$ cat src/rtl/seq_divider_if.sv
// Request/result bundle between the ALU control unit (master) and the divider (slave).
// Operands and mode are sampled with start; results are valid while done is high.
interface seq_divider_if #(
    parameter int WIDTH = 32
);
    logic             start;
    logic             signed_op;
    logic [WIDTH-1:0] X;
    logic [WIDTH-1:0] Y;
    logic             busy;
    logic             done;
    logic [WIDTH-1:0] quotient;
    logic [WIDTH-1:0] remainder;
    logic             div_zero;

    modport master (
        output start, signed_op, X, Y,
        input  busy, done, quotient, remainder, div_zero
    );

    modport slave (
        input  start, signed_op, X, Y,
        output busy, done, quotient, remainder, div_zero
    );
endinterface

$ cat src/rtl/seq_divider.sv
// Sequential radix-2 non-restoring divider on magnitudes with sign fix-up,
// signed/unsigned per operation, start/done handshake.
module seq_divider #(
    parameter int WIDTH = 32,
    parameter int CNT_W = 5
) (
    input  logic         clk,
    input  logic         rst,
    seq_divider_if.slave bus
);
    typedef enum logic [2:0] {
        S_IDLE,
        S_LOAD,
        S_ITER,
        S_CORR,
        S_DONE
    } state_t;

    localparam logic [CNT_W-1:0] LAST = CNT_W'(WIDTH - 1);

    state_t state, state_next;

    logic [WIDTH-1:0] x_r, y_r;
    logic             sop_r;
    logic [WIDTH:0]   A, M;
    logic [WIDTH-1:0] Q;
    logic             neg_q, neg_r;
    logic [CNT_W-1:0] cnt;
    logic [WIDTH-1:0] quotient_r, remainder_r;
    logic             div_zero_r;

    logic             y_zero;
    logic [WIDTH-1:0] x_abs, y_abs;
    logic [WIDTH:0]   a_shift, a_next, a_corr;

    always_comb begin
        y_zero  = (y_r == '0);
        x_abs   = (sop_r && x_r[WIDTH-1]) ? -x_r : x_r;
        y_abs   = (sop_r && y_r[WIDTH-1]) ? -y_r : y_r;
        a_shift = {A[WIDTH-1:0], Q[WIDTH-1]};
        // Sign of the old partial remainder picks subtract vs add-back.
        a_next  = A[WIDTH] ? (a_shift + M) : (a_shift - M);
        a_corr  = A[WIDTH] ? (A + M) : A;
    end

    always_ff @(posedge clk or posedge rst) begin
        if (rst) begin
            state <= S_IDLE;
        end else begin
            state <= state_next;
        end
    end

    always_comb begin
        state_next = state;
        bus.busy   = 1'b1;
        bus.done   = 1'b0;
        case (state)
            S_IDLE: begin
                bus.busy = 1'b0;
                if (bus.start) state_next = S_LOAD;
            end
            S_LOAD: state_next = y_zero ? S_DONE : S_ITER;
            S_ITER: if (cnt == LAST) state_next = S_CORR;
            S_CORR: state_next = S_DONE;
            S_DONE: begin
                bus.done   = 1'b1;
                state_next = S_IDLE;
            end
            default: state_next = S_IDLE;
        endcase
    end

    // Results are written on the edge entering DONE so they are valid with done.
    always_ff @(posedge clk or posedge rst) begin
        if (rst) begin
            x_r         <= '0;
            y_r         <= '0;
            sop_r       <= 1'b0;
            A           <= '0;
            Q           <= '0;
            M           <= '0;
            neg_q       <= 1'b0;
            neg_r       <= 1'b0;
            cnt         <= '0;
            quotient_r  <= '0;
            remainder_r <= '0;
            div_zero_r  <= 1'b0;
        end else begin
            case (state)
                S_IDLE: begin
                    if (bus.start) begin
                        x_r   <= bus.X;
                        y_r   <= bus.Y;
                        sop_r <= bus.signed_op;
                    end
                end
                S_LOAD: begin
                    if (y_zero) begin
                        quotient_r  <= '1;
                        remainder_r <= x_r;
                        div_zero_r  <= 1'b1;
                    end else begin
                        A     <= '0;
                        Q     <= x_abs;
                        M     <= {1'b0, y_abs};
                        neg_q <= sop_r & (x_r[WIDTH-1] ^ y_r[WIDTH-1]);
                        neg_r <= sop_r & x_r[WIDTH-1];
                        cnt   <= '0;
                    end
                end
                S_ITER: begin
                    A   <= a_next;
                    Q   <= {Q[WIDTH-2:0], ~a_next[WIDTH]};
                    cnt <= cnt + 1'b1;
                end
                S_CORR: begin
                    A           <= a_corr;
                    quotient_r  <= neg_q ? -Q : Q;
                    remainder_r <= neg_r ? -a_corr[WIDTH-1:0] : a_corr[WIDTH-1:0];
                    div_zero_r  <= 1'b0;
                end
                default: ;
            endcase
        end
    end

    assign bus.quotient  = quotient_r;
    assign bus.remainder = remainder_r;
    assign bus.div_zero  = div_zero_r;
endmodule
$ cat src/flat_wrapper.sv
// flat-port wrapper written by rule: the top's interface ports become plain ports
module seq_divider_flat 
#(
    parameter int WIDTH = 32,
    parameter int CNT_W = 5
)
  (clk, rst, bus_start, bus_signed_op, bus_X, bus_Y, bus_busy, bus_done, bus_quotient, bus_remainder, bus_div_zero);
  seq_divider_if #(.WIDTH(WIDTH)) bus_i ();
  input  logic clk;
  input  logic rst;
  input wire logic [$bits(bus_i.start)-1:0] bus_start;
  input wire logic [$bits(bus_i.signed_op)-1:0] bus_signed_op;
  input wire logic [$bits(bus_i.X)-1:0] bus_X;
  input wire logic [$bits(bus_i.Y)-1:0] bus_Y;
  output wire logic [$bits(bus_i.busy)-1:0] bus_busy;
  output wire logic [$bits(bus_i.done)-1:0] bus_done;
  output wire logic [$bits(bus_i.quotient)-1:0] bus_quotient;
  output wire logic [$bits(bus_i.remainder)-1:0] bus_remainder;
  output wire logic [$bits(bus_i.div_zero)-1:0] bus_div_zero;
  assign bus_i.start = bus_start;
  assign bus_i.signed_op = bus_signed_op;
  assign bus_i.X = bus_X;
  assign bus_i.Y = bus_Y;
  assign bus_busy = bus_i.busy;
  assign bus_done = bus_i.done;
  assign bus_quotient = bus_i.quotient;
  assign bus_remainder = bus_i.remainder;
  assign bus_div_zero = bus_i.div_zero;
  seq_divider #(.WIDTH(WIDTH), .CNT_W(CNT_W)) u_core (.clk(clk), .rst(rst), .bus(bus_i));
endmodule
$ cat config.mk
export PLATFORM = sky130hd
export DESIGN_NAME = seq_divider_flat
export DESIGN_NICKNAME = d
export VERILOG_FILES = /design/src/rtl/seq_divider_if.sv /design/src/rtl/seq_divider.sv /design/src/flat_wrapper.sv
export SDC_FILE = /design/constraint.sdc
export NUM_CORES = 1
export LEC_CHECK = 0
export ABC_CLOCK_PERIOD_IN_PS = 19100
export CAP_MARGIN = 15
export CORE_MARGIN = 2
export CORE_UTILIZATION = 60
export DETAILED_ROUTE_END_ITERATION = 10
export DONT_BUFFER_PORTS = 1
export HOLD_SLACK_MARGIN = 0.15
export PLACE_DENSITY = 0.86
export SYNTH_ARGS = -nofsm -noshare
export SYNTH_HDL_FRONTEND = slang
export SYNTH_SLANG_ARGS = --single-unit
$ cat constraint.sdc
create_clock -name clk -period 19.1 [get_ports clk]
set_clock_uncertainty 0.2 [all_clocks]
set_input_delay 1.91 -clock clk [delete_from_list [all_inputs] [get_ports clk]]
set_output_delay 1.91 -clock clk [all_outputs]
set_load 0.03 [all_outputs]
# Word level (Yosys, flattened, before mapping)
# Index checks and enable logic that the tools add are counted.
op_classes:
  add_sub_neg: 8
  mul: 0
  div_mod_pow: 0
  n_lt_le_gt_ge: 0
  n_eq_ne: 9
  shift: 0
  muxes: 24
  bitwise: 5
  n_reduce_logical: 13
ops:
  columns: ["op", "n"]
  rows:
  - ["two-way mux 32 bit", 7]
  - ["case mux 32 bit (2 select lines)", 3]
  - ["negator 32 bit", 4]
  - ["two-way mux 33 bit", 3]
  - ["case mux 33 bit (3 select lines)", 1]
  - ["adder 33 x 32 -> 33 bit", 2]
  - ["subtractor 33 x 32 -> 33 bit", 1]
  - ["logical NOT 32 bit", 1]
  - ["case mux 3 bit (4 select lines)", 1]
  - ["AND reduction 2 bit", 6]
  - ["case mux 5 bit (2 select lines)", 1]
  - ["two-way mux 3 bit", 3]
  - ["equality test 3 x 2 -> 1 bit, second input constant", 2]
  - ["adder 5 x 1 -> 5 bit, second input constant", 1]
  - ["equality test 5 bit, second input constant", 1]
  - ["two-way mux 5 bit", 1]
  - ["inequality test 2 x 1 -> 1 bit, second input constant", 2]
  - ["inequality test 2 bit, second input constant", 2]
  - ["nonzero test 2 bit", 2]
  - ["equality test 3 x 1 -> 1 bit, second input constant", 1]
  - ["equality test 3 bit, second input constant", 1]
  - ["logical NOT 3 bit", 1]
  - ["two-way mux 1 bit", 3]
  - ["nonzero test 3 bit", 1]
  - ["5 further kinds", 8]
totals:
  regBits: 237
  latchBits: 0
  ramBits: 0
  rom_bits: 0
  input_bits: 68
  output_inout_bits: 67
  wordCells: 72
  mem_count: 0

# Depth between registers and ports, before layout
logic_depth:
  depth_word: 5
  depth_mapped: 21
  mapped_depth_nobuf: 20

# Least setup slack after synthesis
# OpenSTA, ideal clock, no wires.
synth_timing:
  path_type: "register to register"
  startpoint: "register u_core.A[32]"
  endpoint: "register u_core.A[26]"
  setup_time_ns: 0.065
  arrival_time_ns: 5.531
  required_time_ns: 18.835
  slack_ns: 13.304
  path_stages_with_launch: 22
  path_buffers: 7
  period_less_slack_ns: 5.796
  cell_sequence: "dfrtp_1 -> buf_2 -> buf_1 -> clkbuf_1 -> clkbuf_1 -> clkbuf_1 -> clkbuf_1 -> clkbuf_1 -> nor2_1 -> xor2_1 -> ha_1 -> a21oi_1 -> o21bai_1 -> a2111oi_0 -> o31ai_1 -> a311oi_1 -> o21ai_0 -> a31o_2 -> a2111oi_0 -> a31oi_1 -> a21oi_1 -> a211o_1"
synth_between:
  elab_chain_len: 2
  elab_cells_between_ends: 3
  cone_classes: "mux: 3"
synth_rtl:
  columns: ["element", "line_no", "source"]
  rows:
  - ["start, declared", "seq_divider.sv:25", "logic [WIDTH:0] A, M;"]
  - ["start signal, assigned", "seq_divider.sv:113", "A <= a_next;"]
  - ["start signal, assigned", "seq_divider.sv:118", "A <= a_corr;"]
  - ["two-way mux 33 bit, on equally long branches", "seq_divider.sv:43, seq_divider.sv:42", null]
  - ["case mux 33 bit (3 select lines) *", "seq_divider.sv:90", "case (state)"]
# Mark *: on every way between the ends. The rest lies on a longest branch, timed or not.
# A chain may end at the register's enable or synchronous reset.

# Worst setup path after layout
layout_timing:
  startpoint: "register u_core.M[2]"
  endpoint: "register u_core.A[26]"
layout_between:
  elab_chain_len: 3
  elab_cells_between_ends: 6
  cone_classes: "add/sub: 3; mux: 3"
layout_rtl:
  columns: ["element", "line_no", "source"]
  rows:
  - ["start, declared", "seq_divider.sv:25", null]
  - ["start signal, assigned", "seq_divider.sv:106", "M <= {1'b0, y_abs};"]
  - ["adder 33 x 32 -> 33 bit, or another cell as far along", "seq_divider.sv:43", "a_corr = A[WIDTH] ? (A + M) : A;"]
  - ["two-way mux 33 bit, on equally long branches", "seq_divider.sv:43, seq_divider.sv:42", null]
  - ["case mux 33 bit (3 select lines) *", "seq_divider.sv:90", null]
# Marked as above.

==> flow_summary.yaml <==
layout:
  drive_gt1_share_pct: 8.26
  nNetsFinal: 1940
  num-fill-cells: 2147
  diodes: 0
  syn_to_final_growth_pct: 6.46
critical_path:
  required_ps: 19370
  crit_path_top_delay_cell: "a311oi_1"
  timing.rr.start: "u_core.M[2]"
  cp_max_fo: 7
  r2r_cells: 16
  endpoint_kind: "register"
  start_kind: "register"
  crit_chain: "or4_1, nor4b_1, a21oi_1, xor2_1, ha_1, and3_1, a221o_1, a21oi_1, o31ai_1, a311oi_1, o21ai_0, a31o_2, a2111oi_0, a31oi_1, a21oi_1, a211o_1"
  crit_top_cell: "a21oi_1"
  r2r_slack_ps: 13220
  crit_type: "reg2reg"
  r2r_end: "u_core.A[26]"
  critPathArrivalTime_ps: 6150
  max_stage_delay_ps: 800
  worst-path-buf-inv: 0
  cp_top_family: "compound AO/OA/AOI/OAI gates"
placement:
  place_ws_ps: 13460
  io_buffers: 0
  place_congestion: 0.999
  dp_hpwl_mm: 35.4
clocking:
  post_cts_buffers: 0
  cts_made_buffers: 25
  clkTransAtPathRegs_ps: 70
  cts_tree: "built"
  cts_buffer_depth: 3
  h-tree-depth: 1
  cts-root-buf: "clkbuf_16"
  cts.sinks: 237
  clkLatencyLatePin_ps: 530
  hold_buffers: 0
  ctsResizeCount: 0
yosys:
  synth_seq_cells: 237
  synthDistinctLibCells: 79
  synth_nets: 1995
  yosys_most_used_dff: "dfrtp_1"
  synth_edf_count: 0
  syn_area_um2: 16400
  synth_warnings: 0
  avgSynthCellArea_um2: 8.85
  netlist_instances: 1853
  ys_seq_area_share_pct: 36.1
  async_reset_ff_share_pct: 100
sta:
  period_needed_ps: 5880
  setup_slack_ps: 13220
  relSlewSlack_pct: 22.7
  slew_violations: 0
  post-route-period-util_pct: 30.8
  rsz0062_at_grt: "false"
  finalSetupViolCount: 0
  hold_violations: 0
  tightest_slew_ps: 1130
  finalSetupTns_ps: 0
  fmax_ghz: 0.170
route:
  drt-total-wl_mm: 49.4
  ant_nets: 0
  drt-pass1-iter-count: 7
  drtIter0Drc: 1700
  viasPerCell: 6.91
  route.detailed.drc: 0
  wl_per_cell_um: 22.9
  dr_total_vias: 14900
min_path:
  holdPathStages: 1
  min_path_type: "reg2reg"
  min_from: "u_core.cnt[2]"
  whs_endpoint: "u_core.cnt[2]"
global_routing:
  grt_first_pass_wirelength_mm: 77.0
  grt_max_degree: 100
  antenna_found_initial: 0
  grt_pass1_vias: 14200
  grt_usage_pct: 33.7
  overflow: 0
floorplan:
  die_h_um: 169
  io_pins: 135
  die_w_um: 169
  die_area_um2: 28700
  design.core.area_um2: 26900
  rows: 60
  start_util_pct: 61.1
flow_run:
  cap_violations: 0
run_status:
  outcome: "finished clean"
-- cell usage in the layout (no fill, tap or decap), types with 26 or more instances in the layout --
cell / instances
nor2_1: 158
nand3_1: 29
dfrtp_1: 236
a21oi_1: 151
xor2_1: 102
xnor2_1: 81
a22oi_1: 26
inv_1: 38
ha_1: 72
mux2_2: 61
a21o_1: 36
nand2_1: 164
nor3_1: 39
a221o_1: 27
o21ai_0: 146
o31ai_1: 26
-- synth_stat cells (8+ instances only) --
library cell	count	area, um2
nor3_1	41	205
a22oi_1	26	195
nand3_1	29	145
nand2b_1	19	119
a211oi_1	13	97.6
o21bai_1	9	67.6
a221o_1	27	270
a21oi_1	152	761
ha_1	72	901
o21ai_1	11	55.1
o21a_1	10	75.1
mux2i_1	12	120
mux2_2	61	687
dfrtp_1	237	5930
a2111oi_0	8	70.1
nand2_1	164	616
o22ai_1	12	75.1
or3_1	20	125
nor2b_1	11	68.8
o221ai_1	15	131
a21o_1	36	270
xnor2_1	81	709
o211ai_1	8	60.1
a31oi_1	17	106
nor3b_1	10	75.1
xor2_1	102	893
nor2_1	160	601
clkbuf_1	85	319
o41ai_1	11	96.3
nand4_1	10	62.6
o31ai_1	26	195
buf_1	9	33.8
nor4_1	18	113
or4_1	11	82.6
inv_1	39	146
and3_1	23	144
a221oi_1	13	114
o21ai_0	146	731
and2_1	11	68.8
-- cell families after synthesis --
group / after synthesis / synth area share [%]
and+or+nand+nor: 546 / 15.7
adders and majority gates: 74 / 5.73
buffers and inverters: 140 / 3.32
xor gates and xnor gates: 183 / 9.77
muxes: 75 / 5.09
AOI/OAI and AO/OA: 598 / 24.2
DFF: 237 / 36.1
-- state kept, by name, summed over array words and instances (netlist names) --
| signal | flops |
|---|---|
| u_core.bus.remainder | 32 |
| u_core.neg_r | 1 |
| u_core.cnt | 5 |
| u_core.M | 32 |
| u_core.state | 3 |
| u_core.Q | 32 |
| u_core.y_r | 32 |
| u_core.neg_q | 1 |
| u_core.bus.quotient | 32 |
| u_core.bus.div_zero | 1 |
| u_core.A | 33 |
| u_core.x_r | 32 |
| u_core.sop_r | 1 |
-- area by class of cell --
cell class                 instances  area (um2)  share of cell area [%]
tap                              341         427                    2.44
inverter                          41         161                   0.924
sequential                       237        5930                    34.0
clock buffer                      35         723                    4.14
timing repair buffer              17         128                   0.731
multi-input combinational       1476        9960                    57.0
clock inverter                    10         138                   0.788
-- stage by stage --
stage / hold slack [ps] / utilization, % / cells / cell area, um2
after detailed placement: 293 / 61.8 / 2112 / 16600
after global placement: 267 / 61.8 / 2112 / 16600
after floorplan: 249 / - / 1853 / 16400
final: 317 / 65.0 / 2157 / 17500
after global routing: 343 / 65.0 / 2157 / 17500
after CTS: 314 / 65.0 / 2157 / 17500
-- how the worst max path moves through the flow --
stage	startpoint	to	slack [ps]	cells past startpoint
floorplan	rst	u_core.A[0]	10490	1
finish	u_core.M[2]	u_core.A[26]	13220	16
CTS	u_core.M[2]	u_core.A[26]	13410	16
global route	u_core.M[2]	u_core.A[31]	12840	18
global placement	u_core.M[2]	u_core.Q[0]	13560	15
detailed placement	u_core.M[2]	u_core.A[26]	13460	16
-- per-layer routing --
metal  part of all wire (%)  GRT usage (%)  up-vias  routed length, um
met5                      0              0        -                  0
met3                    9.1           6.55      201               4510
li1                       -              -     6718                  -
met2                     46           54.6      839              22800
met1                     38           42.0     7147              18900
met4                    6.5           20.1        0               3200
Power is not shown: default switching activity piles up to over one toggle a cycle in this logic, so the estimate is an artifact.
